**src/rtl/monitor_pkg.sv**
```systemverilog
// Shared types and default parameters for the retirement monitor and later core variants.
`default_nettype none

package monitor_pkg;

  typedef enum logic [1:0] {
    IDLE    = 2'd0,
    RUN     = 2'd1,
    HALTED  = 2'd2,
    TIMEOUT = 2'd3
  } mon_state_e;

  localparam int DEF_PC_W           = 32;
  localparam int DEF_CNT_W          = 32;
  localparam int DEF_TRACE_DEPTH    = 8;
  localparam int DEF_HALT_REPEAT    = 4;
  localparam int DEF_TIMEOUT_CYCLES = 1000;

  function automatic logic is_terminal(input mon_state_e s);
    return (s == HALTED) || (s == TIMEOUT);
  endfunction

endpackage

`default_nettype wire

```
**src/rtl/trace_ring.sv**
```systemverilog
// Circular PC store with saturating fill count and newest-relative, masked read port.
`default_nettype none

module trace_ring #(
  parameter  int PC_W  = 32,
  parameter  int DEPTH = 8,
  localparam int AW    = $clog2(DEPTH)
) (
  input  logic            clk,
  input  logic            rst_n,
  input  logic            wr_en,
  input  logic [PC_W-1:0] wr_data,
  input  logic [AW-1:0]   rd_idx,
  output logic [AW:0]     fill,
  output logic [PC_W-1:0] rd_data
);

  localparam logic [AW:0] FULL = (AW+1)'(DEPTH);

  logic [PC_W-1:0] mem [DEPTH];
  logic [AW-1:0]   wptr;
  logic [AW-1:0]   rd_addr;

  // Storage has no reset; stale contents are hidden by the fill-count mask.
  always_ff @(posedge clk) begin
    if (rst_n && wr_en) begin
      mem[wptr] <= wr_data;
    end
  end

  always_ff @(posedge clk) begin
    if (!rst_n) begin
      wptr <= '0;
      fill <= '0;
    end else if (wr_en) begin
      wptr <= wptr + AW'(1);
      if (fill != FULL) begin
        fill <= fill + (AW+1)'(1);
      end
    end
  end

  // Depth is a power of two, so pointer arithmetic wraps naturally.
  assign rd_addr = wptr - AW'(1) - rd_idx;
  assign rd_data = ({1'b0, rd_idx} < fill) ? mem[rd_addr] : '0;

endmodule

`default_nettype wire

```
**src/rtl/commit_monitor.sv**
```systemverilog
// Retirement monitor: run/halt/timeout FSM, cycle and retire counters, self-loop detection
// and a PC trace ring.
`default_nettype none

module commit_monitor
  import monitor_pkg::*;
#(
  parameter int PC_W           = DEF_PC_W,
  parameter int CNT_W          = DEF_CNT_W,
  parameter int TRACE_DEPTH    = DEF_TRACE_DEPTH,
  parameter int HALT_REPEAT    = DEF_HALT_REPEAT,
  parameter int TIMEOUT_CYCLES = DEF_TIMEOUT_CYCLES
) (
  input  logic                           i_clk,
  input  logic                           i_rst_n,
  input  logic [PC_W-1:0]                i_pc_debug,
  input  logic                           i_insn_vld,
  input  logic [$clog2(TRACE_DEPTH)-1:0] i_trace_idx,
  output logic [1:0]                     o_state,
  output logic                           o_done,
  output logic [CNT_W-1:0]               o_cycle_cnt,
  output logic [CNT_W-1:0]               o_retire_cnt,
  output logic [$clog2(TRACE_DEPTH):0]   o_trace_cnt,
  output logic [PC_W-1:0]                o_trace_pc
);

  localparam int                REP_W       = $clog2(HALT_REPEAT) + 1;
  localparam logic [REP_W-1:0]  HALT_REP    = REP_W'(HALT_REPEAT - 1);
  localparam logic [CNT_W-1:0]  CNT_MAX     = '1;
  localparam logic [CNT_W-1:0]  TIMEOUT_VAL = CNT_W'(TIMEOUT_CYCLES);

  mon_state_e       state, state_nx;
  logic [CNT_W-1:0] cycle_cnt, cycle_nx;
  logic [CNT_W-1:0] retire_cnt, retire_nx;
  logic [REP_W-1:0] rep, rep_nx;
  logic [PC_W-1:0]  last_pc, last_pc_nx;
  logic             active;
  logic             retire;
  logic             hit_halt;
  logic             hit_timeout;

  assign active = (state == IDLE) || (state == RUN);
  assign retire = active && i_insn_vld;

  always_ff @(posedge i_clk) begin
    if (!i_rst_n) begin
      state <= IDLE;
    end else begin
      state <= state_nx;
    end
  end

  always_ff @(posedge i_clk) begin
    if (!i_rst_n) begin
      cycle_cnt  <= '0;
      retire_cnt <= '0;
      rep        <= '0;
      last_pc    <= '0;
    end else begin
      cycle_cnt  <= cycle_nx;
      retire_cnt <= retire_nx;
      rep        <= rep_nx;
      last_pc    <= last_pc_nx;
    end
  end

  always_comb begin
    state_nx    = state;
    cycle_nx    = cycle_cnt;
    retire_nx   = retire_cnt;
    rep_nx      = rep;
    last_pc_nx  = last_pc;
    hit_halt    = 1'b0;
    hit_timeout = 1'b0;

    if (active) begin
      if (cycle_cnt != CNT_MAX) begin
        cycle_nx = cycle_cnt + CNT_W'(1);
      end
      hit_timeout = (cycle_nx == TIMEOUT_VAL);
    end

    if (retire) begin
      if (retire_cnt != CNT_MAX) begin
        retire_nx = retire_cnt + CNT_W'(1);
      end
      // A nonzero retire count keeps the reset value of last_pc from matching a PC of 0.
      if ((i_pc_debug == last_pc) && (retire_cnt != '0)) begin
        rep_nx = rep + REP_W'(1);
      end else begin
        rep_nx = '0;
      end
      last_pc_nx = i_pc_debug;
      hit_halt   = (rep_nx == HALT_REP);
    end

    if (hit_halt) begin
      state_nx = HALTED;
    end else if (hit_timeout) begin
      state_nx = TIMEOUT;
    end else if (retire && (state == IDLE)) begin
      state_nx = RUN;
    end
  end

  trace_ring #(
    .PC_W  (PC_W),
    .DEPTH (TRACE_DEPTH)
  ) u_trace_ring (
    .clk     (i_clk),
    .rst_n   (i_rst_n),
    .wr_en   (retire),
    .wr_data (i_pc_debug),
    .rd_idx  (i_trace_idx),
    .fill    (o_trace_cnt),
    .rd_data (o_trace_pc)
  );

  assign o_state      = state;
  assign o_done       = is_terminal(state);
  assign o_cycle_cnt  = cycle_cnt;
  assign o_retire_cnt = retire_cnt;

endmodule

`default_nettype wire

```
**config.mk**
```make
export PLATFORM = sky130hd
export DESIGN_NAME = commit_monitor
export DESIGN_NICKNAME = d
export VERILOG_FILES = /design/src/rtl/monitor_pkg.sv /design/src/rtl/trace_ring.sv /design/src/rtl/commit_monitor.sv
export SDC_FILE = /design/constraint.sdc
export NUM_CORES = 1
export LEC_CHECK = 0
export CAP_MARGIN = 20
export CORE_ASPECT_RATIO = 0.9
export CORE_UTILIZATION = 52
export CTS_CLUSTER_SIZE = 16
export DETAILED_ROUTE_END_ITERATION = 7
export PLACE_DENSITY_LB_ADDON = 0.3
export SETUP_SLACK_MARGIN = 0.2
export SYNTH_ARGS = -nofsm -noshare
export SYNTH_HDL_FRONTEND = slang
export SYNTH_SLANG_ARGS = --single-unit
```
**constraint.sdc**
```tcl
create_clock -name i_clk -period 5.1 [get_ports i_clk]
set_clock_uncertainty 0.1 [all_clocks]
set_input_delay 1.02 -clock i_clk [delete_from_list [all_inputs] [get_ports i_clk]]
set_output_delay 1.02 -clock i_clk [all_outputs]
set_load 0.02 [all_outputs]
```
## Word-level counts from Yosys, hierarchy flattened

Memories as Yosys holds them, arrays and structs flattened.
Cells that the tools add are included.

| storage, ports and cells | value |
|---|---|
| register bits after elaboration | 108 |
| memory bits (writable) | 256 |
| output and inout bits | 103 |
| word-level logic and storage cells | 52 |
| memories kept | 1 |

| operators by class | value |
|---|---|
| add/subtract/negate cells | 7 |
| $lt $le $gt $ge | 1 |
| equality and inequality tests | 9 |
| multiplexer cells | 12 |
| bitwise logic cells | 1 |
| reduce and logical (&&, ||, !) cells | 13 |

Memories:

| memory | depth | bits a word | rd ports | clocked after Yosys merged registers in | write ports | line | source |
|---|---|---|---|---|---|---|---|
| u_trace_ring.mem | 8 | 32 | 1 | 0 | 1 | trace_ring.sv:20 | `logic [PC_W-1:0] mem [DEPTH];` |

Operators with widths:

| operator | number |
|---|---|
| two-way mux 32 bit | 3 |
| adder 32 x 1 -> 32 bit (second input constant) | 2 |
| inequality test 32 bit (second input constant) | 2 |
| == test 32 x 10 -> 1 bit (second input constant) | 1 |
| == test 32 bit | 1 |
| nonzero test 32 bit | 1 |
| adder 3 x 1 -> 3 bit (second input constant) | 2 |
| two-way mux 2 bit | 3 |
| two-way mux 3 bit | 2 |
| adder 4 x 1 -> 4 bit (second input constant) | 1 |
| == test 2 bit (second input constant) | 2 |
| logical AND 1 bit | 4 |
| less-than comparator 3 x 4 -> 1 bit | 1 |
| two-way mux 1 bit | 4 |
| inequality test 4 bit (second input constant) | 1 |
| AND reduction 2 bit | 2 |
| == test 3 x 2 -> 1 bit (second input constant) | 1 |
| nonzero test 3 bit | 1 |
| subtractor 3 x 1 -> 3 bit (second input constant) | 1 |
| subtractor 3 bit | 1 |
| == test 2 x 1 -> 1 bit (second input constant) | 1 |
| logical NOT 2 bit | 1 |
| logical OR 1 bit | 2 |
| nonzero test 2 bit | 1 |
| 2 further kinds | 2 |

## Longest topological paths before layout

Gate-level depths: netlist of the first run.

| depth | value |
|---|---|
| depth in word-level cells | 7 |
| depth in mapped cells | 11 |

## Cells and area by module

A second synthesis of the first run with hierarchy kept.

| unflattened totals | value |
|---|---|
| cell total of the unflattened synthesis | 1,147 |
| area total of the unflattened synthesis | 15,815.2 um2 |

By module, submodules not included:

| module | times used | cells an instance | area each (um2) | sequential area each (um2) |
|---|---|---|---|---|
| trace_ring | 1 | 468 | 10,431.3 | 7,827.5 |
| commit_monitor | 1 | 679 | 5,383.9 | 2,021.9 |

## Least setup slack after synthesis of the first run

No wires, ideal clock.

| timing | value |
|---|---|
| kind | in2reg |
| start | input i_insn_vld |
| end | memory u_trace_ring.mem[4][0] (enable) |
| library setup time | 0.501 ns |
| data arrival time | 4.435 ns |
| required time | 4.499 ns |
| slack | 0.063 ns |
| stages | 3 |
| path buffers | 1 |
| cell sequence | nand2b_1 clkbuf_1 nor4_1 |

| on the way | value |
|---|---|
| cells in the longest elaborated chain, start to end | 4 |

Ends and longest elaborated chain:

| element | line | source |
|---|---|---|
| start: declaration | commit_monitor.sv:17 | `input logic i_insn_vld,` |
| logical AND 1 bit | commit_monitor.sv:43 | `assign retire = active && i_insn_vld;` |
| logical AND 1 bit | trace_ring.sv:26 | `if (rst_n && wr_en) begin` |
| two-way mux 1 bit | trace_ring.sv:26 |  |
| two-way mux 1 bit (not written as such) | trace_ring.sv:27 | `mem[wptr] <= wr_data;` |
| end: declaration | trace_ring.sv:20 |  |

Every way passes these cells.

## Worst setup path in the final report of the first run

| timing | value |
|---|---|
| start | input i_trace_idx[0] |
| end | output o_trace_pc[16] |

| on the way | value |
|---|---|
| cells in the longest elaborated chain, start to end | 3 |

Ends and longest elaborated chain:

| element | line | source |
|---|---|---|
| start: declaration | commit_monitor.sv:18 | `input logic [$clog2(TRACE_DEPTH)-1:0] i_trace_idx,` |
| subtractor 3 bit | trace_ring.sv:44 | `assign rd_addr = wptr - AW'(1) - rd_idx;` |
| memory (8 x 32 bit) | n/a |  |
| two-way mux 32 bit * | trace_ring.sv:45 | `assign rd_data = ({1'b0, rd_idx} < fill) ? mem[rd_addr] : '0;` |
| end: declaration | commit_monitor.sv:24 | `output logic [PC_W-1:0] o_trace_pc` |

Every way passes the cells marked *; elsewhere a longest branch is shown, timed or not.

==> results.py, run 1 <==
metrics = {
    "status": {
        "status": "completed",
    },
    "die": {
        "dieArea_mm2": 0.0306,
        "dieHeight_um": 166,
        "die_x_um": 184,
        "row_count": 59,
        "start_util_pct": 53.4,
        "coreArea_mm2": 0.0292,
        "io_pins": 141,
    },
    "power": {
        "power.leakage_nw": 6.56,
        "ir_worst_vdd_uv": 222,
        "power.density_mw_per_mm2": 354,
    },
    "route": {
        "vias": 10100,
        "drt-total-wl_um": 35900,
        "ant_nets": 0,
        "dr.pass1.iters": 5,
        "drc": 0,
        "routedWlPerCell_um": 20.5,
        "viasPerCell": 5.76,
        "drt_iter0_markers": 892,
    },
    "timing": {
        "finalMaxSlewViolations": 0,
        "hold_viol_final": 0,
        "fin_crit_sh_pct": 92.0,
        "setup_tns_ns": 0,
        "grt_setup_unrepaired": "false",
        "fin_crit_ns": 4.69,
        "slew_headroom_pct": 32.8,
        "max_freq_mhz": 213,
        "setup_violations": 0,
        "worstMarginPinSlew_ns": 1.01,
    },
    "hold_path": {
        "min_from": "rep[1]",
        "holdPathStages": 2,
        "min_path_type": "flop to flop",
        "min_to": "rep[1]",
    },
    "job": {
        "maxCapViolations": 0,
    },
    "synth": {
        "synth_top_flop_cell": "edfxtp_1",
        "ys_warn_count": 0,
        "syn_inst": 1188,
        "synth_seq_cells": 364,
        "synth_edf_count": 256,
        "yosysSeqAreaShare_pct": 63.3,
        "synthesis.nets": 1237,
        "syn_avg_cell_area_um2": 13.1,
        "post_synth_num_cell_types": 57,
        "async_flop_share_pct": 0,
        "synth_area_mm2": 0.0156,
    },
    "clock_tree": {
        "clock_sink_count": 364,
        "htree_levels": 2,
        "numCtsBuffers": 38,
        "tritoncts": "built",
        "clk_pin_slew_worst_paths_ns": 0.06,
        "clockRootBuffer": "clkbuf_16",
        "clockBufferDepth": 3,
        "clk_latency_ns": 0.51,
        "postCtsHoldBufs": 0,
    },
    "global_routing": {
        "met2_usage_pct": 37.7,
        "grt_busiest_layer": "met2",
        "track_usage_pct": 23.8,
        "grt_use_met3_pct": 5.04,
        "grt-ovfl-total": 0,
        "grt_antenna_before_repair": 2,
        "grt_max_degree": 103,
        "grt_pass1_wl_um": 56300,
        "grt_util_met1_pct": 33.9,
        "grt_pass1_vias": 10000,
    },
    "cells_and_area": {
        "nets": 1380,
        "drive_above_1_share_pct": 13.0,
        "fin_cells": 1755,
        "antenna_cells": 0,
        "final_common_cell": "edfxtp_1",
        "final_core_util_pct": 64.6,
        "layout_common_cells": "edfxtp_1 (256), nand2_1 (177), clkdlybuf4s50_1 (108), dfxtp_1 (108), nor2_1 (85)",
        "syn2layout_area_growth_pct": 21.0,
        "n_fill_cell": 2150,
        "final_cell_area_mm2": 0.0188,
    },
    "setup_path": {
        "rr_endpoint": "o_state[0]",
        "path_class": "input port to primary output",
        "start_kind": "input port",
        "r2r_cells": 9,
        "endpoint_kind": "primary output",
        "rrSetupSlack_ns": 1.59,
        "cp_max_fo": 22,
        "crit_required_ns": 3.98,
        "rr_startpoint": "o_cycle_cnt[0]",
        "cp.arrival_ns": 3.57,
    },
    "placement": {
        "placed_cells": 1683,
        "routabilityCongestion": 0.847,
        "place.port_buffers": 140,
        "dp_hpwl_um": 22000,
        "post_dp_cell_area_mm2": 0.0176,
    },
}
-- report_power, final --
group	internal (W)	leakage [nW]	switching, W
sequential	0.00321	3.19	0.0000309
combinational	0.000346	2.77	0.000415
clock	0.00156	0.600	0.00110
-- cell usage after synthesis, drive strengths merged (2+ instances only) --
master   instances  area [um2]
edfxtp         256        7690
nand2          177         664
dfxtp          108        2160
nor2            89         334
a21oi           83         415
xor2            66         578
mux4            64        1440
clkbuf          42         158
xnor2           40         350
nand3           35         175
nand4           29         211
nor4            28         203
buf             26         150
nor3            17        85.1
inv             16        60.1
and4            11        98.8
o21ai           11        55.1
and2            10        62.6
and3            10        67.6
ha              10         125
or3             10        62.6
a31oi            6        37.5
a211oi           4        35.0
nand2b           4        25.0
nor4b            4        35.0
or4              4        33.8
mux2i            3        30.0
nor2b            3        18.8
a211o            2        17.5
a21o             2        15.0
o2111ai          2        17.5
o21a             2        15.0
-- logic make-up after synthesis --
group	share of synthesized area [%]
AO/OA/AOI/OAI	4.37
AND/OR/NAND/NOR	13.6
buffers and inverters	2.36
multiplexers	9.46
XOR/XNOR	5.97
adder cells (fa/ha/maj)	0.933
flip-flops	63.3
-- layout make-up --
type | count | area [um2] | area share, %
Multi-Input combinational cell | 740 | 5460 | 29.0
Tap cell | 396 | 495 | 2.63
Clock buffer | 52 | 1100 | 5.82
Clock inverter | 16 | 114 | 0.605
Inverter | 16 | 61.3 | 0.326
Timing Repair Buffer | 171 | 1750 | 9.32
Sequential cell | 364 | 9850 | 52.3
-- worst max-delay path by stage --
stage / from / endpoint / slack (ns)
after detailed placement: i_trace_idx[0] / o_trace_pc[6] / 0.14
after global placement: i_trace_idx[0] / o_trace_pc[1] / 0.19
after global routing: i_trace_idx[0] / o_trace_pc[20] / 0.31
after floorplan: i_insn_vld / u_trace_ring.mem[6][0] / 0.43
after CTS: i_trace_idx[0] / o_trace_pc[0] / 0.20
final: i_trace_idx[0] / o_trace_pc[16] / 0.41
-- per-stage QoR --
step	hold WS (ns)	setup WS, ns	total power, W
finish	0.361	0.406	0.00666
global route	0.372	0.306	0.00689
CTS	0.363	0.201	0.00671
detailed placement	0.355	0.139	0.00408
global placement	0.344	0.187	0.00406
floorplan	0.336	0.431	0.00376
-- worst max-delay path, cell delays in order --
cell             delay (ns)
clkdlybuf4s50_1        0.47
inv_1                  0.12
ha_4                   0.12
inv_1                  0.05
fa_2                   0.58
buf_12                 0.17
buf_12                 0.18
mux4_2                 0.32
nand2_1                0.09
a21oi_1                0.07
dlygate4sd2_1          0.38
-- what timing repair did --
action                     in CTS  in global routing
resized for setup              22                 13
pin swaps                       0                  1
setup endpoints to repair      22                 10
setup buffers                   0                  3
gates cloned                    0                  0
-- sequential cells by signal, summed over array words and instances, names as in the netlist --
register,count
last_pc,32
o_cycle_cnt,32
o_retire_cnt,32
o_state,2
rep,3
u_trace_ring.fill,4
u_trace_ring.mem,256
u_trace_ring.wptr,3
-- metal layers --
| layer | wire [um] | vias to the layer above | share of wire, % |
|---|---|---|---|
| met5 | 26 | - | 0.072 |
| met4 | 569 | 4 | 1.6 |
| met3 | 2660 | 53 | 7.4 |
| met2 | 16900 | 367 | 47 |
| met1 | 15700 | 5013 | 44 |
| li1 | - | 4674 | - |
Power figures use the tool's default switching activity.
==> run 2, diff against run 1 <==
PLACE_DENSITY = 0.76   (was default)
PLACE_DENSITY_LB_ADDON = default   (was 0.3)
SETUP_SLACK_MARGIN = 0.02   (was 0.2)
SLEW_MARGIN = 5   (was default)
==> run 2 against run 1 <==
Against the previous run: non-clock buffer count grew 4; design area shrank 0.31%; clock-buffer cell count is 4 lower; critical endpoint is now o_trace_pc[1]; largest power group unchanged; fmax down 4.3%.
==> results.py, run 2 (synthesis gave the netlist of run 1 again) <==
metrics = {
    "timing": {
        "slew_headroom_pct": 26.5,
        "grt_setup_unrepaired": "false",
        "fin_crit_sh_pct": 96.2,
        "fin_crit_ns": 4.91,
        "finalMaxSlewViolations": 0,
        "hold_viol_final": 0,
        "finalWorstSetupSlack_ns": 0.194,
        "setup_tns_ns": 0,
        "setup_violations": 0,
        "max_freq_mhz": 204,
        "worstMarginPinSlew_ns": 1.10,
    },
    "setup_path": {
        "path_class": "input port to primary output",
        "endpoint_kind": "primary output",
        "crit_required_ns": 3.98,
        "start_kind": "input port",
        "cp_max_fo": 12,
        "cp.arrival_ns": 3.79,
    },
    "global_routing": {
        "grt_pass1_wl_um": 54500,
        "met2_usage_pct": 37.6,
        "grt_antenna_before_repair": 2,
        "grt_max_degree": 103,
        "grt_use_met3_pct": 5.18,
        "grt_busiest_layer": "met2",
        "track_usage_pct": 23.2,
        "grt_pass1_vias": 9761,
        "grt_util_met1_pct": 31.5,
        "grt-ovfl-total": 0,
    },
    "clock_tree": {
        "numCtsBuffers": 37,
        "htree_levels": 2,
        "clockBufferDepth": 3,
        "tritoncts": "built",
        "clk_latency_ns": 0.52,
        "clock_sink_count": 364,
        "clk_pin_slew_worst_paths_ns": 0.06,
        "postCtsSetupBuffers": 0,
        "clockRootBuffer": "clkbuf_16",
    },
    "power": {
        "power.total_w": 0.00663,
        "ir_worst_vdd_uv": 210,
        "power.density_mw_per_mm2": 353,
        "power.leakage_nw": 6.32,
    },
    "die": {
        "coreArea_mm2": 0.0292,
        "io_pins": 141,
        "row_count": 59,
        "dieArea_mm2": 0.0306,
        "dieHeight_um": 166,
        "start_util_pct": 53.4,
        "die_x_um": 184,
    },
    "cells_and_area": {
        "drive_above_1_share_pct": 12.9,
        "n_fill_cell": 2127,
        "final_common_cell": "edfxtp_1",
        "final_cell_area_mm2": 0.0188,
        "regArea_mm2": 0.00985,
        "multi_input_area_mm2": 0.00543,
        "layout_common_cells": "edfxtp_1 (256), nand2_1 (177), clkdlybuf4s50_1 (139)",
        "nets": 1383,
        "fin_cells": 1759,
        "syn2layout_area_growth_pct": 20.6,
        "largest_reg_flops": 256,
        "top_register": "u_trace_ring.mem",
    },
    "placement": {
        "post_dp_cell_area_mm2": 0.0176,
        "place.port_buffers": 140,
        "placed_cells": 1691,
        "routabilityCongestion": 0.872,
        "pre_cts_ws_ns": 0.154,
        "dp_hpwl_um": 22200,
    },
    "route": {
        "drt_iter0_markers": 749,
        "ant_nets": 0,
        "drt-total-wl_um": 35100,
        "routedWlPerCell_um": 20.0,
        "drc": 0,
        "dr.pass1.iters": 5,
        "viasPerCell": 5.74,
        "vias": 10100,
    },
    "status": {
        "status": "completed",
    },
    "job": {
        "maxCapViolations": 0,
    },
    "hold_path": {
        "min_path_type": "flop to flop",
    },
}
## run 2: area by class of cell
type / count / area share (%)
sequential: 364 / 52.5
multi-input combinational: 740 / 28.9
timing repair buffer: 175 / 9.34
clock buffer: 48 / 5.37
tap: 396 / 2.64
clock inverter: 19 / 0.893
inverter: 16 / 0.327
antenna: 1 / 0.0133
## run 2: repair_timing
item	4_1_cts	5_1_grt
setup endpoints to repair	0	1
hold buffers	0	0
gates resized for setup	0	1
## run 2: routing by layer
metal,share of wire [%],vias to the layer above
met5,0.037,-
met4,1.9,2
met3,8.8,55
met2,48,397
met1,41,4945
li1,-,4693
## run 2: path summary, 6_finish.rpt
check | from | endpoint | slack, ns | cells after the start
max reg2reg | o_cycle_cnt[0] | o_state[0] | 1.74 | 9
max | i_trace_idx[0] | o_trace_pc[1] | 0.19 | 12
min reg2reg | rep[1] | rep[1] | 0.36 | 2
min | rep[1] | rep[1] | 0.36 | 2
## run 2: worst max-delay path, stage by stage
cell and delay (ns):
clkdlybuf4s50_1 0.42, inv_1 0.11, ha_4 0.13, inv_1 0.04
fa_2 0.33, xnor2_1 0.19, buf_4 0.17, xor2_2 0.20
buf_4 0.24, nand2_1 0.07, a21oi_1 0.18, clkdlybuf4s50_1 0.68
## run 2: through the flow
stage | hold slack [ns] | utilization (%)
5_1_grt | 0.385 | 64.4
3_3_place_gp | 0.344 | 60.3
2_1_floorplan | 0.336 | -
6_report | 0.362 | 64.4
3_5_place_dp | 0.357 | 60.3
4_1_cts | 0.365 | 64.4
## run 2: power breakdown
part / internal [W] / leakage [nW] / switching (W)
Clock: 0.00151 / 0.582 / 0.00111
Combinational: 0.000357 / 2.54 / 0.000410
Sequential: 0.00321 / 3.19 / 0.0000302
Total: 0.00508 / 6.32 / 0.00155
==> run 3, diff against run 2 <==
CORE_UTILIZATION = 33   (was 52)
PLACE_DENSITY = default   (was 0.76)
SYNTH_HIERARCHICAL = 1   (was default)
==> run 3 against run 2 <==
Against the previous run: global-route usage down 7.7 points; sequential share of layout area down 1.7 points; routed wire length rose by 6.6%; largest power group unchanged.
==> results.py, run 3 <==
metrics = {
    "status": {
        "status": "completed",
    },
    "die": {
        "start_util_pct": 33.7,
        "dieArea_mm2": 0.0488,
        "io_pins": 141,
        "die_x_um": 233,
        "dieHeight_um": 210,
        "coreArea_mm2": 0.0469,
        "row_count": 75,
    },
    "setup_path": {
        "critPathMaxStageDelay_ns": 0.60,
        "start_kind": "input port",
        "endpoint_kind": "primary output",
        "cp.arrival_ns": 3.83,
        "crit_chain": "clkdlybuf4s50_1 -> inv_1 -> ha_4 -> fa_2 -> buf_12 -> mux4_2 -> mux2i_1 -> a21oi_1 -> clkdlybuf4s50_1",
        "slowest_stage": "fa_2",
        "cp_max_fo": 15,
        "path_class": "input port to primary output",
        "crit_required_ns": 3.98,
        "crit_path_frequent_cell": "clkdlybuf4s50_1",
    },
    "synth": {
        "synth_edf_count": 256,
        "yosys-top-cells-count": "edfxtp_1 (256), nand2_1 (110), dfxtp_1 (108), nor2_1 (83), a21oi_1 (78)",
        "syn_inst": 1147,
        "synth_fa_ha_area_share_pct": 0.918,
        "synthXorXnorAreaFrac_pct": 6.04,
        "synth_compound_area_share_pct": 4.13,
        "synth_top_flop_cell": "edfxtp_1",
        "synth_top_area_share_pct": 48.6,
        "synth_area_mm2": 0.0158,
        "synth_area_leaders": "edfxtp_1 (49%), dfxtp_1 (14%), mux4_1 (5.3%)",
        "post_synth_num_cell_types": 64,
        "synthesis.nets": 1196,
        "syn_avg_cell_area_um2": 13.8,
        "yosysSeqAreaShare_pct": 62.3,
        "async_flop_share_pct": 0,
        "muxShareOfSynthArea_pct": 12.0,
        "synth_top_family_by_area": "multiplexers",
        "synth_seq_cells": 364,
        "synthSimpleGateAreaFrac_pct": 11.8,
        "synth_area_leader_cell": "edfxtp_1",
        "ys_warn_count": 6,
        "yosysMostFrequentCell": "edfxtp_1",
    },
    "cells_and_area": {
        "top_register": "u_trace_ring/mem",
        "syn2layout_area_growth_pct": 22.7,
        "n_fill_cell": 4339,
        "nets": 1349,
        "largest_reg_flops": 256,
        "final_common_cell": "edfxtp_1",
        "layout_common_cells": "edfxtp_1 (256), clkdlybuf4s50_1 (138), nand2_1 (110)",
        "drive_above_1_share_pct": 11.9,
    },
    "global_routing": {
        "grt_pass1_vias": 10200,
        "grt_antenna_before_repair": 2,
        "grt_pass1_wl_um": 58500,
        "grt-ovfl-total": 0,
        "track_usage_pct": 15.5,
        "grt_max_degree": 38,
    },
    "placement": {
        "pre_cts_ws_ns": 0.123,
        "routabilityCongestion": 0.805,
        "dp_hpwl_um": 23500,
        "place.port_buffers": 140,
    },
    "route": {
        "drt-total-wl_um": 37400,
        "drc": 0,
        "dr.pass1.iters": 4,
        "viasPerCell": 5.03,
        "ant_nets": 0,
        "routedWlPerCell_um": 19.2,
        "vias": 9796,
        "drt_iter0_markers": 471,
    },
    "timing": {
        "setup_violations": 0,
        "hold_viol_final": 0,
        "slew_headroom_pct": 35.8,
        "max_freq_mhz": 202,
        "fin_crit_ns": 4.95,
        "finalMaxSlewViolations": 0,
        "grt_setup_unrepaired": "false",
        "setup_tns_ns": 0,
        "finalWorstSetupSlack_ns": 0.154,
        "fin_crit_sh_pct": 97.0,
        "worstMarginPinSlew_ns": 0.954,
    },
    "power": {
        "ir_worst_vdd_uv": 221,
        "power.leakage_nw": 6.41,
        "power.density_mw_per_mm2": 364,
    },
    "clock_tree": {
        "numCtsBuffers": 39,
        "clk_latency_ns": 0.54,
        "clockRootBuffer": "clkbuf_16",
        "tritoncts": "built",
        "htree_levels": 2,
        "clk_pin_slew_worst_paths_ns": 0.06,
        "clockBufferDepth": 3,
        "clock_sink_count": 364,
        "postCtsHoldBufs": 0,
    },
    "hold_path": {
        "min_path_type": "flop to flop",
    },
    "job": {
        "maxCapViolations": 0,
    },
}
## run 3: worst max-delay path, delay by kind of cell
family | cells | cell delay, ns
mux | 2 | 0.60
buf+inv | 4 | 1.35
compound gates | 1 | 0.08
fa+ha+maj | 2 | 0.76
## run 3: area by class of cell
class / count / area [um2] / area share [%]
Sequential cell: 364 / 9850 / 50.8
Timing Repair Buffer: 172 / 1740 / 8.97
Antenna cell: 1 / 2.50 / 0.0129
Clock buffer: 54 / 1130 / 5.85
Clock inverter: 18 / 256 / 1.32
Multi-Input combinational cell: 706 / 5590 / 28.8
Tap cell: 616 / 771 / 3.97
Inverter: 17 / 63.8 / 0.329
## run 3: metal layers
layer	wire length (um)	share of wire [%]	track usage, %	up-vias
met5	17	0.045	0	-
li1	-	-	-	4624
met1	16800	45	20.7	4868
met2	17900	48	25.5	240
met3	1830	4.9	3.07	62
met4	890	2.4	4.33	2
## run 3: cell families (layout without fill, tap and decap cells)
family	Yosys count	count (layout)
simple gates	377	377
xor+xnor	106	106
fa+ha+maj	11	11
buf+inv	77	261
flops	364	364
mux	97	97
other cells	0	1
compound gates	115	115
## run 3: final timing paths
check            startpoint              to  slack, ns  cells past startpoint
min             last_pc[25]     last_pc[25]       0.37                      2
min reg2reg     last_pc[25]     last_pc[25]       0.37                      2
max          i_trace_idx[0]  o_trace_pc[29]       0.15                      9
max reg2reg  o_cycle_cnt[0]      o_state[1]       1.55                      9
## run 3: stage by stage
step	total power, W	hold WS, ns	cells	cell area [um2]	utilization [%]
floorplan	0.00380	0.349	1147	15800	-
global placement	0.00410	0.354	1872	18000	38.3
detailed placement	0.00411	0.359	1872	18000	38.3
CTS	0.00715	0.367	1944	19400	41.3
global route	0.00732	0.388	1947	19400	41.4
finish	0.00706	0.366	1948	19400	41.4
## run 3: what timing repair did
| item | 4_1_cts | 5_1_grt |
|---|---|---|
| setup endpoints to repair | 0 | 2 |
| resized for setup | 0 | 1 |
| buffers inserted | 0 | 3 |
## run 3: power breakdown
| part | switching (W) | internal (W) |
|---|---|---|
| registers | 0.0000286 | 0.00321 |
| clock network | 0.00119 | 0.00183 |
| logic | 0.000403 | 0.000387 |
